==> config.mk <==
export PLATFORM = sky130hd
export DESIGN_NAME = gradient_scheduler
export DESIGN_NICKNAME = d
export VERILOG_FILES = /design/src/rtl/gradient_scheduler.sv
export SDC_FILE = /design/constraint.sdc
export NUM_CORES = 1
export LEC_CHECK = 0
export BUFFER_PORTS_ARGS = -buffer_cell sky130_fd_sc_hd__buf_2
export CORE_MARGIN = 5
export CORE_UTILIZATION = 34
export DETAILED_ROUTE_END_ITERATION = 7
export PLACE_DENSITY_LB_ADDON = 0.08
export SYNTH_ARGS = -nofsm -noshare
export SYNTH_HDL_FRONTEND = slang
export SYNTH_SLANG_ARGS = --single-unit
==> constraint.sdc <==
create_clock -name clk_in -period 3.8 [get_ports clk_in]
set_clock_uncertainty 0.2 [all_clocks]
set_input_delay 0.38 -clock clk_in [delete_from_list [all_inputs] [get_ports clk_in]]
set_output_delay 0.38 -clock clk_in [all_outputs]
set_load 0.01 [all_outputs]
==> src/rtl/gradient_scheduler.sv <==
// Sequences one gradient engine over NUM_IMAGES back-to-back images, relocating its addresses by a per-image base.
// Optional watchdog: define GRADIENT_SCHED_WATCHDOG_EN to abort a stalled image after TIMEOUT_CYCLES.
module gradient_scheduler #(
  parameter int WIDTH          = 64,
  parameter int HEIGHT         = 64,
  parameter int BIT_DEPTH      = 8,
  parameter int NUM_IMAGES     = 4,
  parameter int TIMEOUT_CYCLES = 65536
) (
  input  logic                                         clk_in,
  input  logic                                         rst_in,
  input  logic                                         start_in,
  output logic                                         busy_out,
  output logic                                         all_done_out,
  output logic [$clog2(NUM_IMAGES):0]                  image_idx_out,
  output logic                                         eng_start_out,
  input  logic                                         eng_done_in,
  input  logic [$clog2(WIDTH*HEIGHT)-1:0]              eng_read_addr_in,
  input  logic                                         eng_read_valid_in,
  output logic [BIT_DEPTH-1:0]                         eng_pixel_out,
  input  logic [$clog2(WIDTH*HEIGHT)-1:0]              eng_x_addr_in,
  input  logic [$clog2(WIDTH*HEIGHT)-1:0]              eng_y_addr_in,
  input  logic                                         eng_x_valid_in,
  input  logic                                         eng_y_valid_in,
  input  logic [BIT_DEPTH-1:0]                         eng_x_pixel_in,
  input  logic [BIT_DEPTH-1:0]                         eng_y_pixel_in,
  output logic [$clog2(WIDTH*HEIGHT*NUM_IMAGES)-1:0]   mem_read_addr_out,
  output logic                                         mem_read_valid_out,
  input  logic [BIT_DEPTH-1:0]                         mem_pixel_in,
  output logic [$clog2(WIDTH*HEIGHT*NUM_IMAGES)-1:0]   x_addr_out,
  output logic [$clog2(WIDTH*HEIGHT*NUM_IMAGES)-1:0]   y_addr_out,
  output logic                                         x_valid_out,
  output logic                                         y_valid_out,
  output logic [BIT_DEPTH-1:0]                         x_pixel_out,
  output logic [BIT_DEPTH-1:0]                         y_pixel_out,
  output logic                                         error_out
);
  localparam int GAW = $clog2(WIDTH*HEIGHT*NUM_IMAGES);
  localparam int IW  = $clog2(NUM_IMAGES) + 1;
  localparam logic [GAW-1:0] IMG_WORDS = GAW'(WIDTH*HEIGHT);
  localparam logic [IW-1:0]  LAST_IDX  = IW'(NUM_IMAGES-1);

  typedef enum logic [2:0] {IDLE, LAUNCH, RUN, NEXT, FINISH} state_e;

  state_e         state_q;
  logic [GAW-1:0] base_q;
  logic [IW-1:0]  idx_q;
  logic           start_q, done_q, busy_q;
  logic           run;

`ifdef GRADIENT_SCHED_WATCHDOG_EN
  localparam int TW = $clog2(TIMEOUT_CYCLES+1);
  logic [TW-1:0] wd_q;
  logic          err_q;
`endif

  always_ff @(posedge clk_in or negedge rst_in) begin
    if (!rst_in) begin
      state_q <= IDLE;
      base_q  <= '0;
      idx_q   <= '0;
      start_q <= 1'b0;
      done_q  <= 1'b0;
      busy_q  <= 1'b0;
`ifdef GRADIENT_SCHED_WATCHDOG_EN
      wd_q    <= '0;
      err_q   <= 1'b0;
`endif
    end else begin
      start_q <= 1'b0;
      done_q  <= 1'b0;
      case (state_q)
        IDLE: if (start_in) begin
          state_q <= LAUNCH;
          start_q <= 1'b1;
          busy_q  <= 1'b1;
`ifdef GRADIENT_SCHED_WATCHDOG_EN
          err_q   <= 1'b0;
`endif
        end
        LAUNCH: begin
          state_q <= RUN;
`ifdef GRADIENT_SCHED_WATCHDOG_EN
          wd_q    <= '0;
`endif
        end
        RUN: begin
          if (eng_done_in) state_q <= NEXT;
`ifdef GRADIENT_SCHED_WATCHDOG_EN
          // Stalled engine: flag and still finish so downstream sees a completion pulse.
          else if (wd_q == TW'(TIMEOUT_CYCLES-1)) begin
            err_q   <= 1'b1;
            state_q <= FINISH;
            done_q  <= 1'b1;
          end else wd_q <= wd_q + 1'b1;
`endif
        end
        NEXT: if (idx_q < LAST_IDX) begin
          state_q <= LAUNCH;
          start_q <= 1'b1;
          idx_q   <= idx_q + 1'b1;
          base_q  <= base_q + IMG_WORDS;
        end else begin
          state_q <= FINISH;
          done_q  <= 1'b1;
        end
        FINISH: begin
          state_q <= IDLE;
          busy_q  <= 1'b0;
          idx_q   <= '0;
          base_q  <= '0;
        end
        default: state_q <= IDLE;
      endcase
    end
  end

  assign run           = (state_q == RUN);
  assign busy_out      = busy_q;
  assign all_done_out  = done_q;
  assign eng_start_out = start_q;
  assign image_idx_out = idx_q;

  // Combinational relocation keeps the engine's BRAM read latency intact.
  assign mem_read_addr_out  = base_q + GAW'(eng_read_addr_in);
  assign x_addr_out         = base_q + GAW'(eng_x_addr_in);
  assign y_addr_out         = base_q + GAW'(eng_y_addr_in);
  assign mem_read_valid_out = eng_read_valid_in & run;
  assign x_valid_out        = eng_x_valid_in & run;
  assign y_valid_out        = eng_y_valid_in & run;
  assign eng_pixel_out      = mem_pixel_in;
  assign x_pixel_out        = eng_x_pixel_in;
  assign y_pixel_out        = eng_y_pixel_in;

`ifdef GRADIENT_SCHED_WATCHDOG_EN
  assign error_out = err_q;
`else
  assign error_out = 1'b0;
`endif
endmodule

# Word level (Yosys, flattened, before mapping)
# Cells that the tools add are included.
# totals
reg_bits,23
in_bits,67
output_inout_bits,76
wordCells,43
# classes
addsub,5
magnitude_cmp,1
eq_ne,7
muxes,15
bitwise_logic,3
n_reduce_logical,6
# op_table
op,count
adder 14 x 12 -> 14 bit,3
one-hot mux 14 bit (2 select lines),1
"adder 14 x 13 -> 14 bit, second input constant",1
2-to-1 mux 14 bit,1
2-to-1 mux 3 bit,4
one-hot mux 3 bit (4 select lines),1
"equality test 3 x 2 -> 1 bit, second input constant",2
"inequality test 2 bit, second input constant",3
one-hot mux 3 bit (2 select lines),1
AND reduction 2 bit,3
2-to-1 mux 1 bit,5
one-hot mux 1 bit (2 select lines),2
nonzero test 2 bit,2
"adder 3 x 1 -> 3 bit, second input constant",1
bitwise AND 1 bit,3
"equality test 3 x 1 -> 1 bit, second input constant",1
"equality test 3 bit, second input constant",1
zero test 3 bit,1
"< comparator 3 x 2 -> 1 bit, second input constant",1

# Depth between registers and ports, before layout
# Gate-level depths: netlist (run 1).
# depth
ltp_word,3
ltp_mapped,4
depth_no_buf,4

# Worst setup path before layout (run 1)
# Ideal clock, no wire load.
# synth_path
kind,register -> output
start,reg state_q[0]
end,out mem_read_valid_out
arrival_time_ns,0.929
required_time_ns,3.220
slack_ns,2.291
path_stages_with_launch,4
cell_sequence,dfrtp_1 buf_4 nor3b_1 and2_1
# synth_between
elab_chain_cells,2
# synth_rtl
element,line_no,source
"start, declared",45,state_e state_q;
"start signal, assigned",59,state_q <= IDLE;
"start signal, assigned",74,state_q <= LAUNCH;
"start signal, assigned",82,state_q <= RUN;
equality test 3 x 2 -> 1 bit,118,assign run = (state_q == RUN);
bitwise AND 1 bit,128,assign mem_read_valid_out = eng_read_valid_in & run;
"end, declared",28,"output logic mem_read_valid_out,"
# Every way passes these cells.

# Final worst setup path (run 1)
# layout_path
start,reg state_q[1]
end,out mem_read_valid_out
# The elaborated chain is that of the path after synthesis.

==> results summary, run 1 <==
The wire length per cell came out at between 10 and 15 µm. The number of warnings printed during yosys synthesis is 0. The number of fill cells came out at about 340. The synthesized design contains 11 register bits. After clock tree synthesis, the clock-pin slew on the worst setup and hold paths is roughly 0.070 ns. The run finished with clean final reports.

STA classifies the critical path endpoint as an output pin. The H-tree depth is 1. The total setup violations reported at the end of the flow came out at 0. The placement-stage cell area came out at approximately 1200 µm². The number of inserted diodes came out at 0.

The met2 global-route usage came out at 0.207. Dividing the detail-routed via count by the number of cells gives ~4.6. The detailed-route DRC error count came out at 0. Leaving out fill and tap cells, the most frequent cells in the layout are sky130_fd_sc_hd__buf_2, sky130_fd_sc_hd__dfrtp_1, sky130_fd_sc_hd__xor2_1. The last weighted congestion value of the routability-driven placer is about 0.76. The maximum net fanout on the critical path came out at 10. The vias after detailed routing came out at roughly 930. The total negative slack is 0 ns. The final count of pins violating max slew came out at 0.

Relative to the synthesized area, the layout overhead comes to 9.24%. Of the available clock period, the critical path in the final layout requires 0.531. The die footprint came out at about 4500 µm². The internal cell power is about 0.37 mW. The post-route total power came out at about 0.67 mW. The violation count after the first detailed-route iteration is 15. The clock net sink count came out at 11. In the final layout, flip-flops and latches occupy ~280 µm². The number of nets in the final layout is between 200 and 250. The routing usage on met3 came out at 0.0725. The number of maximum-capacitance violations is 0. The number of global-route vias before repair is between 800 and 900. The analysis attributes to cell leakage a power of ~0.64 nW. The post-placement setup slack is 2.06 ns. Synthesis instantiated 30 different standard cells from the library. The required time of the critical path came out at roughly 3.2 ns. The number of nets still failing antenna checks after routing is 0.

The highest clock rate came out at roughly 500 MHz. The detailed-placement wirelength estimate is 2370 µm. Setup repair after global routing left no endpoint under its margin. The number of gates resized after cts came out at 0.

The fraction of layout instances using a drive strength above 1 is 0.471. The total I/O pin count is approximately 140. The worst hold-check slack is 0.299 ns. For the worst-skew pair, the clock arrives at the later sink with an insertion delay of 0.27 ns.

The number of endpoints with negative hold slack in the final report is 0. The area of combinational cells with multiple inputs is approximately 500 µm². In this run the worst hold path is classified as in2async.

In this run the horizontal extent of the chip is ~67 µm. The first-pass GRT wire length came out at 3920 µm. The startpoint class of the critical path is a register. The worst setup path is of the reg2out kind. The die boundary height came out at ~67 µm. The pin count of the biggest net entering global routing is 12.

The sequential cell fraction of total power is 0.383. met2 is the most crowded layer. For this run, the register share of the synthesized area comes to 0.251. The initial antenna violation count is 0.

The global routing usage summed across all routing layers is 0.114. The number of instances in the synthesized netlist came out at 140. The proportion of total power due to net switching came out at 0.447. The total iterations of the first detailed-routing run came out at 4. The endpoint arrival time on the critical path came out at approximately 1.4 ns.

The count of buffers added by post-CTS timing repair for setup is 0. The total global routing overflow is 0. The total net switching power is between 0.2 and 0.3 mW. During placement, the flow inserted port buffers numbering 65. The clock period minus final worst setup slack came out at 2.02 ns. The library cell used as clock root buffer is sky130_fd_sc_hd__clkbuf_4. The combinational share of power came out at 0.494. The global-route met1 utilization came out at 0.104. The core area is roughly 3000 µm².

The row count came out at 20. The initial standard-cell utilization of the core is 0.357. The TritonCTS clock tree is done. The synthesized area per cell came out at roughly 7.8 µm². The hold buffer count at cts came out at 1.

After routing the design area is between 1000 and 1500 µm². The most frequent standard cell in the layout excluding fill and tap cells is sky130_fd_sc_hd__buf_2. The worst setup margin is between 1.5 and 2 ns. The post-synthesis instance area came out at roughly 1100 µm². The power per cell area is between 500 and 600 nW/µm².

The maximum root-to-sink buffer count is 2. The final layout contains routed wiring with a total length of roughly 2800 µm. The worst-case IR drop observed on VDD is 0.000364 V. The number of buffers created by CTS came out at 3. The share of power burned in the clock network came out at 0.123.
[cells by family after synthesis]
logic type               count (synthesis)  synth area share
AO/OA/AOI/OAI                           13            0.0661
XOR/XNOR                                13             0.104
adder cells (fa/ha/maj)                  3            0.0342
buffers and inverters                   57             0.301
flip-flops                              11             0.251
multiplexers                             2            0.0194
other                                    1           0.00342
AND/OR/NAND/NOR                         40             0.221
[layer usage]
metal	vias up	routed length, µm
met2	67	1270
met4	0	25
met1	413	967
li1	441	-
met3	10	492
met5	-	0
[stage by stage]
stage,instances,utilization
after CTS,201,0.389
after global placement,196,0.378
after detailed placement,196,0.378
after global routing,201,0.389
after floorplan,142,-
final,201,0.389
[power by group through the flow]
stage	Combinational, mW	Sequential (mW)	Clock [mW]
final	0.329	0.255	0.0816
after global routing	0.373	0.267	0.0949
after CTS	0.336	0.256	0.0848
after detailed placement	0.332	0.259	0
after global placement	0.334	0.254	0
after floorplan	0.285	0.224	0
[worst paths after layout]
| check | cells after the start | slack, ns | end | start |
|---|---|---|---|---|
| max | 3 | 1.78 | mem_read_valid_out | state_q[1]$_DFFE_PN0P_ |
| max reg2reg | 3 | 2.33 | base_q[13]$_DFFE_PN0P_ | image_idx_out[0]$_DFFE_PN0P_ |
| max in group asynchronous | 2 | 2.90 | base_q[13]$_DFFE_PN0P_ | rst_in |
| min reg2reg | 2 | 0.32 | busy_out$_DFFE_PN0P_ | busy_out$_DFFE_PN0P_ |
| min | 2 | 0.30 | state_q[1]$_DFFE_PN0P_ | rst_in |
| min in group clk_in | 2 | 0.32 | busy_out$_DFFE_PN0P_ | busy_out$_DFFE_PN0P_ |
[critical path, cell delays in order, from the launching register on]
cell and delay, ns:
sky130_fd_sc_hd__dfrtp_1 0.56, sky130_fd_sc_hd__nor3b_1 0.31, sky130_fd_sc_hd__and2_1 0.17, sky130_fd_sc_hd__buf_2 0.12
[layout make-up]
class / instances / area share
sequential: 11 / 0.230
tap: 44 / 0.0459
clock buffer: 4 / 0.0219
inverter: 2 / 0.00626
timing repair buffer: 66 / 0.280
multi-input combinational: 74 / 0.416
[state kept, by name (all words and copies together) (netlist names)]
register       count
all_done_out       1
state_q            3
busy_out           1
base_q             2
eng_start_out      1
image_idx_out      3
[synthesized netlist by cell type, drive strengths merged]
| master | count | area share |
|---|---|---|
| xnor2 | 3 | 0.024 |
| nand2b | 1 | 0.0057 |
| nor4 | 3 | 0.023 |
| and3b | 1 | 0.0080 |
| xor2 | 10 | 0.080 |
| mux2i | 1 | 0.0091 |
| or3 | 2 | 0.011 |
| ha | 3 | 0.034 |
| o21ai | 6 | 0.027 |
| a21o | 1 | 0.0068 |
| nand3 | 4 | 0.027 |
| mux2 | 1 | 0.010 |
| nor3 | 2 | 0.0091 |
| nand3b | 1 | 0.018 |
| nand2 | 8 | 0.027 |
| dfrtp | 11 | 0.25 |
| nor3b | 4 | 0.032 |
| a21oi | 4 | 0.018 |
| buf | 31 | 0.21 |
| inv | 2 | 0.0068 |
| a31oi | 1 | 0.0057 |
| and2 | 3 | 0.017 |
| nand4 | 2 | 0.011 |
| nor2 | 9 | 0.031 |
| a2bb2oi | 1 | 0.0080 |
| conb | 1 | 0.0034 |
| clkbuf | 24 | 0.082 |
Power figures use the tool's default switching activity.
==> run 2, diff against run 1 <==
--- a/config.mk
+++ b/config.mk
@@ -7,7 +7,7 @@
 export LEC_CHECK = 0
 export BUFFER_PORTS_ARGS = -buffer_cell sky130_fd_sc_hd__buf_2
 export CORE_MARGIN = 5
-export CORE_UTILIZATION = 34
+export CORE_UTILIZATION = 29
 export DETAILED_ROUTE_END_ITERATION = 7
 export PLACE_DENSITY_LB_ADDON = 0.08
 export SYNTH_ARGS = -nofsm -noshare
==> constraint.sdc (replaced) <==
create_clock -name clk_in -period 1.63 [get_ports clk_in]
set_clock_uncertainty 0.2 [all_clocks]
set_input_delay 0.163 -clock clk_in [delete_from_list [all_inputs] [get_ports clk_in]]
set_output_delay 0.163 -clock clk_in [all_outputs]
set_load 0.01 [all_outputs]
==> run 2 against run 1 <==
- cell count grew 4.5%
- global-route usage decreased by 1.8 points
- die area is 15% higher
- design area up 5.7%
- critical path depth is the same
- power grew to 2.6 times the previous value
- hold slack got worse by 0.18 ns
- register-to-register slack got worse by 2.2 ns
- wire length shrank 3.9%
- first-iteration DRC count decreased by 53%
- clock power increased to 3.2 times the previous value
- worst setup slack got worse by 1.7 ns
- largest power group unchanged
- highest routed layer unchanged
==> results summary, run 2 (synthesis gave the netlist of run 1 again) <==
The total setup violations reported at the end of the flow was 0 (unchanged). The standard cell with the maximum stage delay on the critical path is sky130_fd_sc_hd__dfrtp_1. TritonCTS built the clock tree. The top routing layer in use is met4.

In the layout the commonest cells are sky130_fd_sc_hd__buf_2, sky130_fd_sc_hd__xor2_1, sky130_fd_sc_hd__nor2_1, sky130_fd_sc_hd__dfrtp_1, sky130_fd_sc_hd__nand2_1. The violation count after the first detailed-route iteration came to 7 (-8). The global routing usage summed across all routing layers came out at 0.0959 (-0.0178). The final cell area excluding filler cells came out at 1270 µm² (+5.7%).

The sequential cell fraction of total power came to 0.327 (-0.056). The number of fill cells is 397 (+18%). The library cell used as clock root buffer is sky130_fd_sc_hd__clkbuf_8.

The final count of pins violating max slew was 0 (unchanged). The share of the clock period used by the worst path is 0.939. The number of global-route vias before repair came out at 903 (+5.2%). The worst setup path is launched from a register. Setup repair after global routing left no endpoint under its margin. The number of nets still failing antenna checks after routing is 0 (unchanged). The core area is 3660 µm² (+19%). The first-pass GRT wire length came to 4150 µm (+6.0%). The clock net sink count is 11 (unchanged). The maximum net fanout on the critical path came out at 8 (-2).

The worst setup margin is 0.100 ns (-1.68 ns). The post-CTS clock slew at the launch and capture registers of the worst setup and hold paths came out at 0.05 ns (-0.02 ns). The post-route total power is 1.73 mW (+160%). The post-placement setup slack is 0.137 ns (-1.92 ns). The H-tree depth is 1 (unchanged). The post-route core utilization came out at 0.346 (-0.0432). The total negative slack was 0 ns (unchanged). The vias after detailed routing came out at 959 (+3.0%). The clock network latency to the later pin of the worst-skew pair came out at 0.23 ns (-0.04 ns).

The initial antenna violation count is 0 (unchanged). The total global routing overflow is 0 (unchanged). The endpoint arrival time on the critical path is 1.17 ns (-0.27 ns). The total net switching power came out at 0.699 mW (+130%). The total I/O pin count came out at 143 (unchanged). The number of endpoints with negative hold slack in the final report came out at 0 (unchanged).

The fraction of layout instances using a drive strength above 1 is 0.506 (+0.0348). The placement-stage cell area is 1170 µm² (+1.1%). The highest clock rate came out at ~650 MHz.

The row count is 22 (+10%). The length of routed met2 wiring came out at 1220 µm (-4.1%). The leakage power figure came out at 0.669 nW (+5.1%).

The largest voltage drop on the vdd net came out at 0.000820 V (+130%). The proportion of total power due to net switching came out at 0.405 (-0.0422). The number of maximum-capacitance violations is 0 (unchanged). The total iterations of the first detailed-routing run is 3 (-1). The internal cell power came out at 1.03 mW (+180%).

The detailed-route DRC error count is 0 (unchanged). The worst hold-check slack came to 0.124 ns (-0.176 ns). The required time of the critical path came out at 1.27 ns (-1.95 ns). The total placed cells including tap cells came to 201 (+2.6%). The signal on the critical path passes through nor3b_2 > and2_1 > buf_2. The library cell used most frequently in the layout, excluding fill and tap cells, is sky130_fd_sc_hd__buf_2.

The maximum root-to-sink buffer count is 2 (unchanged). The power per cell area came to 1360 nW/µm² (+150%). The met1 routed wirelength after detailed routing is 1000 µm (+3.5%). The number of inserted diodes is 0 (unchanged). The number of input and output port buffers inserted was 65 (unchanged). The number of buffers created by CTS is 3 (unchanged). The die outline width is 71.5 µm (+7.0%).

The clock period minus final worst setup slack is ~1.5 ns. The share of power burned in the clock network came out at 0.152 (+0.029). The area growth from synthesis to layout is 15.5%. The die footprint came out at 5110 µm² (+15%). The wire length per cell came out at 12.6 µm (-8.0%). In this run the worst hold path is classified as in2async.

The last weighted congestion value of the routability-driven placer is 0.764 (about the same). The critical path start-end classification is reg2out. The die boundary height was 71.5 µm (+7.0%). The number of nets in the final layout came to 233 (+2.2%). The combinational share of power came to 0.521 (+0.027).

The critical path's largest stage delay came to 0.46 ns (-0.10 ns). The final routed wirelength across all metal layers is 2650 µm (-3.9%). The flow ran to the end, and the final reports show no timing, DRC or antenna violations.

The total met3 wirelength after detailed routing came to 373 µm (-24%). The detailed-placement wirelength estimate came to 2230 µm (-6.1%). The initial standard-cell utilization of the core is 0.300 (-0.0568).

The routed via count divided by cell count came out at 4.57 (-1.4%). The pin count of the biggest net entering global routing is 12 (unchanged). The post-route non-filler standard cell count came out at 210 (+4.5%). The worst setup path is captured at an output pin.
## run 2: changes by cell type in the layout (fill, tap and decap cells not counted), sizes merged
cell and change:
buf +5
## run 2: what timing repair did
item	4_1_cts	5_1_grt
resized for setup	3	0
endpoints found under the hold margin	11	0
pin swaps	0	0
gates cloned	0	0
endpoints found under the setup margin	3	3
hold buffers	1	0
buffers inserted	0	4
## run 2: metal layers
metal  vias up  track usage
li1        451            -
met1       425        0.105
met2        67        0.157
met3        16       0.0463
met4         0       0.0418
met5         -            0
## run 2: worst max-delay path, delay by kind of cell, from the launching register on
kind	cells	cell delay, ns
buf+inv	1	0.12
flops	1	0.46
simple gates	2	0.35
## run 2: worst paths after layout
kind | end | slack [ns] | from | cells past startpoint
min in group clk_in | x_pixel_out[4] | 0.13 | eng_x_pixel_in[4] | 0
max in group asynchronous | state_q[0]$_DFFE_PN0P_ | 0.88 | rst_in | 2
worst max-delay path | mem_read_valid_out | 0.10 | state_q[2]$_DFFE_PN0P_ | 3
worst min-delay path | state_q[1]$_DFFE_PN0P_ | 0.12 | rst_in | 2
worst max register to register | base_q[13]$_DFFE_PN0P_ | 0.18 | state_q[0]$_DFFE_PN0P_ | 4
worst min register to register | busy_out$_DFFE_PN0P_ | 0.30 | busy_out$_DFFE_PN0P_ | 2
## run 2: power groups by stage
stage / combinational, mW / sequential (mW) / clock (mW)
2_1_floorplan: 0.665 / 0.522 / 0
3_3_place_gp: 0.798 / 0.595 / 0
3_5_place_dp: 0.790 / 0.603 / 0
4_1_cts: 0.802 / 0.608 / 0.274
5_1_grt: 1.00 / 0.595 / 0.297
6_report: 0.899 / 0.564 / 0.263
## run 2: final cells by class
class / count / area [µm²] / area share
multi-input cells: 74 / 504 / 0.398
flip-flops and latches: 11 / 278 / 0.219
clock buffers: 4 / 45.0 / 0.0355
inverters: 2 / 7.51 / 0.00592
repair buffers: 71 / 373 / 0.294
well taps: 48 / 60.1 / 0.0474
